File: src/rtl/display_snapshot_controller.sv
// Snapshot sequencer and pixel-to-bit lookup for the CPU debug display.
// Optional watchdog on stalled fetches: define SNAPSHOT_TIMEOUT_EN (adds timeout_out).
`timescale 1ns/1ps
module display_snapshot_controller #(
  parameter int unsigned DATA_W = 16,
  parameter int unsigned ADDR_W = 8,
  parameter int unsigned ROWS   = 10
) (
  input  logic              clock_in,
  input  logic              reset_n_in,
  input  logic              frame_start_in,
  input  logic [9:0]        pixel_x_in,
  input  logic [9:0]        pixel_y_in,
  input  logic [ADDR_W-1:0] pc_in,
  input  logic [DATA_W-1:0] ir_in,
  input  logic [DATA_W-1:0] acc_in,
  input  logic [ADDR_W-1:0] data_base_in,
  output logic              mem_req_out,
  output logic              mem_sel_out,
  output logic [ADDR_W-1:0] mem_addr_out,
  input  logic              mem_grant_in,
  input  logic              mem_valid_in,
  input  logic [DATA_W-1:0] mem_data_in,
  output logic              bit_value_out,
  output logic              busy_out,
  output logic              overrun_out
`ifdef SNAPSHOT_TIMEOUT_EN
  ,
  output logic              timeout_out
`endif
);

  localparam int unsigned K_W = $clog2(ROWS);
  localparam int unsigned C_W = $clog2(DATA_W);

  typedef enum logic [2:0] {IDLE, LATCH, REQ, WAIT_DATA, COMMIT} state_t;
  typedef enum logic [2:0] {F_NONE, F_IADDR, F_IWORD, F_DADDR, F_DWORD, F_PC, F_IR, F_ACC} field_t;

  state_t state, nxt;

  logic [K_W-1:0]    k, k_d;
  logic [ADDR_W-1:0] base, base_d;
  logic              sel_d, stale, stale_d, ovr_d, wr_en, adv;
  logic [DATA_W-1:0] wr_data;

  logic [ADDR_W-1:0] pc_lat, dbase_lat, disp_pc, disp_dbase;
  logic [DATA_W-1:0] ir_lat, acc_lat, disp_ir, disp_acc;
  logic [DATA_W-1:0] shadow    [2][ROWS];
  logic [DATA_W-1:0] disp_word [2][ROWS];

`ifdef SNAPSHOT_TIMEOUT_EN
  logic [7:0] wdog;
  logic       tmo_d;
`endif

  always_ff @(posedge clock_in or negedge reset_n_in) begin
    if (!reset_n_in) state <= IDLE;
    else             state <= nxt;
  end

  // Next-state, fetch bookkeeping and overrun handling
  always_comb begin
    nxt     = state;
    k_d     = k;
    sel_d   = mem_sel_out;
    base_d  = base;
    stale_d = stale;
    ovr_d   = overrun_out;
    wr_en   = 1'b0;
    wr_data = mem_data_in;
    adv     = 1'b0;
`ifdef SNAPSHOT_TIMEOUT_EN
    tmo_d   = 1'b0;
`endif
    if (stale && mem_valid_in) stale_d = 1'b0;
    unique case (state)
      IDLE:      if (frame_start_in) nxt = LATCH;
      LATCH: begin
        nxt    = REQ;
        k_d    = '0;
        sel_d  = 1'b0;
        base_d = pc_in;
      end
      REQ:       if (mem_grant_in && mem_req_out) nxt = WAIT_DATA;
      WAIT_DATA: if (mem_valid_in && !stale) begin
        wr_en = 1'b1;
        adv   = 1'b1;
      end
      COMMIT:    nxt = IDLE;
      default:   nxt = IDLE;
    endcase
`ifdef SNAPSHOT_TIMEOUT_EN
    if ((state == REQ || state == WAIT_DATA) && wdog == 8'hFF) begin
      wr_en   = 1'b1;
      wr_data = '0;
      adv     = 1'b1;
      tmo_d   = 1'b1;
    end
`endif
    if (adv) begin
      if (k < K_W'(ROWS - 1)) begin
        k_d = k + K_W'(1);
        nxt = REQ;
      end else if (!mem_sel_out) begin
        sel_d  = 1'b1;
        k_d    = '0;
        base_d = dbase_lat;
        nxt    = REQ;
      end else begin
        nxt = COMMIT;
      end
    end
    // A late frame start abandons the fetch; an in-flight read must be swallowed
    if (frame_start_in && state != IDLE) begin
      nxt     = LATCH;
      ovr_d   = 1'b1;
      wr_en   = 1'b0;
      stale_d = stale_d | ((state == WAIT_DATA) && !mem_valid_in)
                        | ((state == REQ) && mem_grant_in && mem_req_out);
    end
  end

  always_ff @(posedge clock_in or negedge reset_n_in) begin
    if (!reset_n_in) begin
      k            <= '0;
      base         <= '0;
      stale        <= 1'b0;
      mem_sel_out  <= 1'b0;
      mem_req_out  <= 1'b0;
      mem_addr_out <= '0;
      busy_out     <= 1'b0;
      overrun_out  <= 1'b0;
    end else begin
      k            <= k_d;
      base         <= base_d;
      stale        <= stale_d;
      mem_sel_out  <= sel_d;
`ifdef SNAPSHOT_TIMEOUT_EN
      mem_req_out  <= (nxt == REQ) && !tmo_d;
`else
      mem_req_out  <= (nxt == REQ);
`endif
      mem_addr_out <= ADDR_W'(base_d + ADDR_W'(k_d));
      busy_out     <= (nxt != IDLE);
      overrun_out  <= ovr_d;
    end
  end

`ifdef SNAPSHOT_TIMEOUT_EN
  always_ff @(posedge clock_in or negedge reset_n_in) begin
    if (!reset_n_in) begin
      wdog        <= '0;
      timeout_out <= 1'b0;
    end else begin
      timeout_out <= tmo_d;
      if (nxt != state || tmo_d)                    wdog <= '0;
      else if (state == REQ || state == WAIT_DATA) wdog <= wdog + 8'd1;
    end
  end
`endif

  // Register latch, shadow fill and atomic commit to the display copy
  always_ff @(posedge clock_in or negedge reset_n_in) begin
    if (!reset_n_in) begin
      pc_lat     <= '0;
      dbase_lat  <= '0;
      ir_lat     <= '0;
      acc_lat    <= '0;
      disp_pc    <= '0;
      disp_dbase <= '0;
      disp_ir    <= '0;
      disp_acc   <= '0;
      for (int s = 0; s < 2; s++) begin
        for (int r = 0; r < int'(ROWS); r++) begin
          shadow[s][r]    <= '0;
          disp_word[s][r] <= '0;
        end
      end
    end else begin
      if (state == LATCH) begin
        pc_lat    <= pc_in;
        dbase_lat <= data_base_in;
        ir_lat    <= ir_in;
        acc_lat   <= acc_in;
      end
      if (wr_en) shadow[mem_sel_out][k] <= wr_data;
      if (state == COMMIT) begin
        disp_pc    <= pc_lat;
        disp_dbase <= dbase_lat;
        disp_ir    <= ir_lat;
        disp_acc   <= acc_lat;
        disp_word  <= shadow;
      end
    end
  end

  function automatic logic in_box(input logic [9:0] x, input logic [9:0] y,
                                  input logic [9:0] x0, input logic [9:0] x1,
                                  input logic [9:0] y0, input logic [9:0] y1);
    return (x >= x0) && (x <= x1) && (y >= y0) && (y <= y1);
  endfunction

  field_t            fld;
  logic [9:0]        ox, oy;
  logic [C_W-1:0]    col;
  logic [K_W-1:0]    row;
  logic [DATA_W-1:0] word;
  logic              pix_d;

  // Pixel coordinate to field, character column and text row
  always_comb begin
    fld = F_NONE;
    ox  = '0;
    oy  = '0;
    if      (in_box(pixel_x_in, pixel_y_in, 10'd16,  10'd143, 10'd48,  10'd207)) begin fld = F_IADDR; ox = 10'd16;  oy = 10'd48;  end
    else if (in_box(pixel_x_in, pixel_y_in, 10'd160, 10'd287, 10'd48,  10'd207)) begin fld = F_IWORD; ox = 10'd160; oy = 10'd48;  end
    else if (in_box(pixel_x_in, pixel_y_in, 10'd16,  10'd143, 10'd304, 10'd463)) begin fld = F_DADDR; ox = 10'd16;  oy = 10'd304; end
    else if (in_box(pixel_x_in, pixel_y_in, 10'd160, 10'd287, 10'd304, 10'd463)) begin fld = F_DWORD; ox = 10'd160; oy = 10'd304; end
    else if (in_box(pixel_x_in, pixel_y_in, 10'd357, 10'd484, 10'd65,  10'd80))  begin fld = F_PC;    ox = 10'd357; oy = 10'd65;  end
    else if (in_box(pixel_x_in, pixel_y_in, 10'd357, 10'd484, 10'd165, 10'd180)) begin fld = F_IR;    ox = 10'd357; oy = 10'd165; end
    else if (in_box(pixel_x_in, pixel_y_in, 10'd503, 10'd630, 10'd165, 10'd180)) begin fld = F_ACC;   ox = 10'd503; oy = 10'd165; end
    col = C_W'((pixel_x_in - ox) >> 3);
    row = K_W'((pixel_y_in - oy) >> 4);
    unique case (fld)
      F_IADDR: word = DATA_W'(ADDR_W'(disp_pc + ADDR_W'(row)));
      F_IWORD: word = disp_word[0][row];
      F_DADDR: word = DATA_W'(ADDR_W'(disp_dbase + ADDR_W'(row)));
      F_DWORD: word = disp_word[1][row];
      F_PC:    word = DATA_W'(disp_pc);
      F_IR:    word = disp_ir;
      F_ACC:   word = disp_acc;
      default: word = '0;
    endcase
    pix_d = (fld != F_NONE) && word[C_W'(DATA_W - 1) - col];
  end

  always_ff @(posedge clock_in or negedge reset_n_in) begin
    if (!reset_n_in) bit_value_out <= 1'b0;
    else             bit_value_out <= pix_d;
  end

endmodule

File: config.mk
export PLATFORM = sky130hd
export DESIGN_NAME = display_snapshot_controller
export DESIGN_NICKNAME = d
export VERILOG_FILES = /design/src/rtl/display_snapshot_controller.sv
export SDC_FILE = /design/constraint.sdc
export NUM_CORES = 1
export LEC_CHECK = 0
export BUFFER_PORTS_ARGS = -buffer_cell sky130_fd_sc_hd__buf_2
export CAP_MARGIN = 25
export CORE_MARGIN = 5
export CORE_UTILIZATION = 60
export DETAILED_ROUTE_END_ITERATION = 10
export PLACE_DENSITY = 0.89
export REMOVE_ABC_BUFFERS = 1
export SLEW_MARGIN = 15
export SYNTH_ARGS = -nofsm -noshare
export SYNTH_HDL_FRONTEND = slang
export SYNTH_SLANG_ARGS = --single-unit
File: constraint.sdc
create_clock -name clock_in -period 4.3 [get_ports clock_in]
set_input_delay 0.215 -clock clock_in [delete_from_list [all_inputs] [get_ports clock_in]]
set_output_delay 0.215 -clock clock_in [all_outputs]
set_load 0.02 [all_outputs]
==> results.cfg <==
[sta]
setup_viol = 1
slew_viol_final = 0
fin_crit_sh_pct = 103
finalHoldViolations = 0
fmax_mhz = 227
worst_slew_pin_slew_ns = 1.08
rsz0062_at_grt = yes
period_minus_slack_ns = 4.41
maxSlewHeadroom_pct = 28.3
skew_ns = 0.0203
setup_ws_ns = -0.113

[critical_path]
critPathKind = in2reg
critPathLaunch = pixel_y_in[1]
cp_common_cell = o21ai_2
r2r-end = mem_addr_out[7]
cp_max_fo = 3
reg2reg_depth = 14
r2r-start = k[0]
setup.worst_path.start_class = input port
r2r_slack_ns = 0.52
crit_path_max_incr_delay_ns = 0.45
critPathCaptureType = flop
cp.required_ns = 4.80
crit_arrival_ns = 4.92
slowest_stage = or4_4

[worst_hold_path]
hp-start = mem_data_in[12]
hold_path.class = in2reg
hold_end = shadow[220]
holdPathStages = 2

[drt]
wl_um = 102000
drc = 0
wl_met1_um = 37400
wl_per_cell_um = 27.0
vias = 24900
dr.pass1.iters = 6
drt_iter0_drc = 2638
met3WireLength_um = 9670
top_layer = met5
ant_nets = 0
wl_met2_um = 47600
via_per_inst = 6.60

[place]
hpwl_um = 61400
place.gp.congestion = 0.918
portBuffers = 101
dpl_worst_slack_ns = -1.09

[finish]
layout_commonest_cell = dfrtp_1
final_cell_mix = dfrtp_1, mux2_2, nand2_1
final_layout_size_suffix_gt1_share_pct = 42.0
syn_to_final_growth_pct = 18.0
fin_nets = 3065

[power_and_ir_drop]
power.total_mw = 16.4
p_sw_mw = 4.18
peakVddDrop_v = 0.000410
p_comb_share_pct = 11.5
swShare_pct = 25.6
p_int_mw = 12.2
leakage_nw = 19.9
power_frac_seq_pct = 47.1
power.density_mw_per_mm2 = 404
p_clk_share_pct = 41.4

[synthesis]
avgSynthCellArea_um2 = 12.9
synth_seq_cells = 765
seq_area_frac_synth_pct = 55.8
synth_edf_count = 0
synth_warnings = 0
synth_cell_types = 86
syn_inst = 2661
ys.flop_type = dfrtp_1
synthArstFlopShare_pct = 100
synth_area_mm2 = 0.0343

[clock_tree]
cts.path.max_buffers = 3
insertion_delay_ns = 0.62
cts-root-buf = clkbuf_16
cts_made_buffers = 77
cts_tree = built
cts.clk_slew.worst_paths_ns = 0.06
clock_sinks = 765
htreeDepth = 3

[global_route]
gr-total-overflow = 0
grtUsageTotal_pct = 32.3
antenna_found_initial = 11
grt_first_pass_wirelength_um = 157000
grt_max_degree = 126
grt_pass1_vias = 26700

[floorplanning]
start_util_pct = 60.8
io_pins = 102
core_mm2 = 0.0565
die-height_um = 249
fp-row-count = 87
dieArea_mm2 = 0.0621
fp.dieW_um = 249

[outcome]
violations = negative setup slack
status = finished, violations left

[job]
drv_cap = 0
==> routing by layer <==
layer	GRT usage (%)	vias to the layer above
li1	-	10300
met1	40.2	12700
met2	50.7	1375
met3	9.30	518
met4	19.0	6
met5	0	-
==> area by class of cell <==
class,instances,area (µm²)
flip-flops and latches,765,19100
fillers,3371,16000
multi-input cells,1681,14600
repair buffers,399,3130
clock buffers,112,2240
well taps,756,946
clock inverters,25,297
inverters,29,116
diodes,8,20.0
==> cell families after synthesis <==
| family | synth area share, % |
|---|---|
| multiplexers | 26.2 |
| flip-flops | 55.8 |
| AND/OR/NAND/NOR | 6.13 |
| AO/OA/AOI/OAI | 7.68 |
| buffers and inverters | 2.70 |
| XOR/XNOR | 0.638 |
| adder cells (fa/ha/maj) | 0.882 |
==> flip-flops by register name, indices dropped and copies added (netlist names), 3 cells and up <==
register	cells
acc_lat	16
disp_pc	8
base	8
disp_ir	16
disp_acc	16
dbase_lat	8
disp_word	320
state	3
disp_dbase	8
mem_addr_out	8
ir_lat	16
pc_lat	8
shadow	320
k	4
==> stage by stage <==
stage | area, µm² | utilization (%) | instances | setup TNS [ns] | hold slack [ns]
floorplan | 33500 | - | 2475 | -2128.99 | -0.0806
global placement | 37000 | 65.6 | 3563 | -1.76 | 0.389
detailed placement | 37000 | 65.6 | 3564 | -1.09 | 0.403
CTS | 40300 | 71.4 | 3762 | -0.164 | 0.107
global route | 40500 | 71.7 | 3772 | -0.217 | 0.155
finish | 40500 | 71.7 | 3775 | -0.113 | 0.147
==> worst max-delay path, delay by kind of cell <==
family | cells | cell delay [ns]
XOR/XNOR | 2 | 0.34
AO/OA/AOI/OAI | 14 | 2.58
adder cells (fa/ha/maj) | 2 | 0.46
buffers and inverters | 3 | 0.33
AND/OR/NAND/NOR | 6 | 0.99
==> synth_stat cells, types with 6 or more instances <==
| cell | count | area [µm²] |
|---|---|---|
| dfrtp_1 | 765 | 19100 |
| mux2_2 | 695 | 7830 |
| nand2_1 | 280 | 1050 |
| clkbuf_1 | 156 | 586 |
| o21ai_0 | 73 | 365 |
| nor2_1 | 72 | 270 |
| mux2i_1 | 61 | 611 |
| a21oi_1 | 57 | 285 |
| o22ai_1 | 36 | 225 |
| nand3_1 | 34 | 170 |
| inv_1 | 25 | 93.8 |
| mux4_2 | 25 | 563 |
| o221ai_1 | 25 | 219 |
| a31oi_1 | 22 | 138 |
| ha_1 | 21 | 263 |
| nor3_1 | 21 | 105 |
| buf_2 | 18 | 90.1 |
| xnor2_1 | 15 | 131 |
| a22oi_1 | 14 | 105 |
| a211oi_1 | 13 | 97.6 |
| nor4_1 | 13 | 81.3 |
| a221o_1 | 11 | 110 |
| xor2_1 | 10 | 87.6 |
| a311oi_1 | 9 | 78.8 |
| o2111ai_1 | 9 | 78.8 |
| a21boi_0 | 8 | 60.1 |
| a221oi_1 | 8 | 70.1 |
| nand4_1 | 8 | 50.1 |
| o211ai_1 | 8 | 60.1 |
| o21ai_1 | 8 | 40.0 |
| and3_1 | 7 | 43.8 |
| nand2b_1 | 7 | 43.8 |
| nor2b_1 | 7 | 43.8 |
| and2_1 | 6 | 37.5 |
| o32ai_1 | 6 | 52.6 |
==> power groups by stage <==
stage / clock, mW / combinational, mW / sequential (mW)
after global placement: 0 / 1.65 / 7.78
after floorplan: 0 / 0.820 / 7.77
after CTS: 6.82 / 1.81 / 7.68
final: 6.77 / 1.89 / 7.70
after detailed placement: 0 / 1.71 / 7.81
after global routing: 7.13 / 2.00 / 7.72
==> worst max path at each step <==
stage / end / slack, ns / depth (start not counted)
4_1_cts: bit_value_out / -0.16 / 27
3_5_place_dp: bit_value_out / -1.09 / 20
5_1_grt: bit_value_out / -0.22 / 22
2_1_floorplan: disp_acc[0] / -5.77 / 3
3_3_place_gp: bit_value_out / -1.76 / 19
6_report: bit_value_out / -0.11 / 27
==> repair_timing <==
| item | CTS | global route |
|---|---|---|
| resized for setup | 32 | 28 |
| buffers inserted | 9 | 6 |
| hold buffers | 52 | 0 |
| endpoints found under the hold margin | 167 | 0 |
| setup endpoints to repair | 1 | 1 |
| pin swaps | 21 | 15 |
Note: power is estimated with default switching activity, not from simulation.
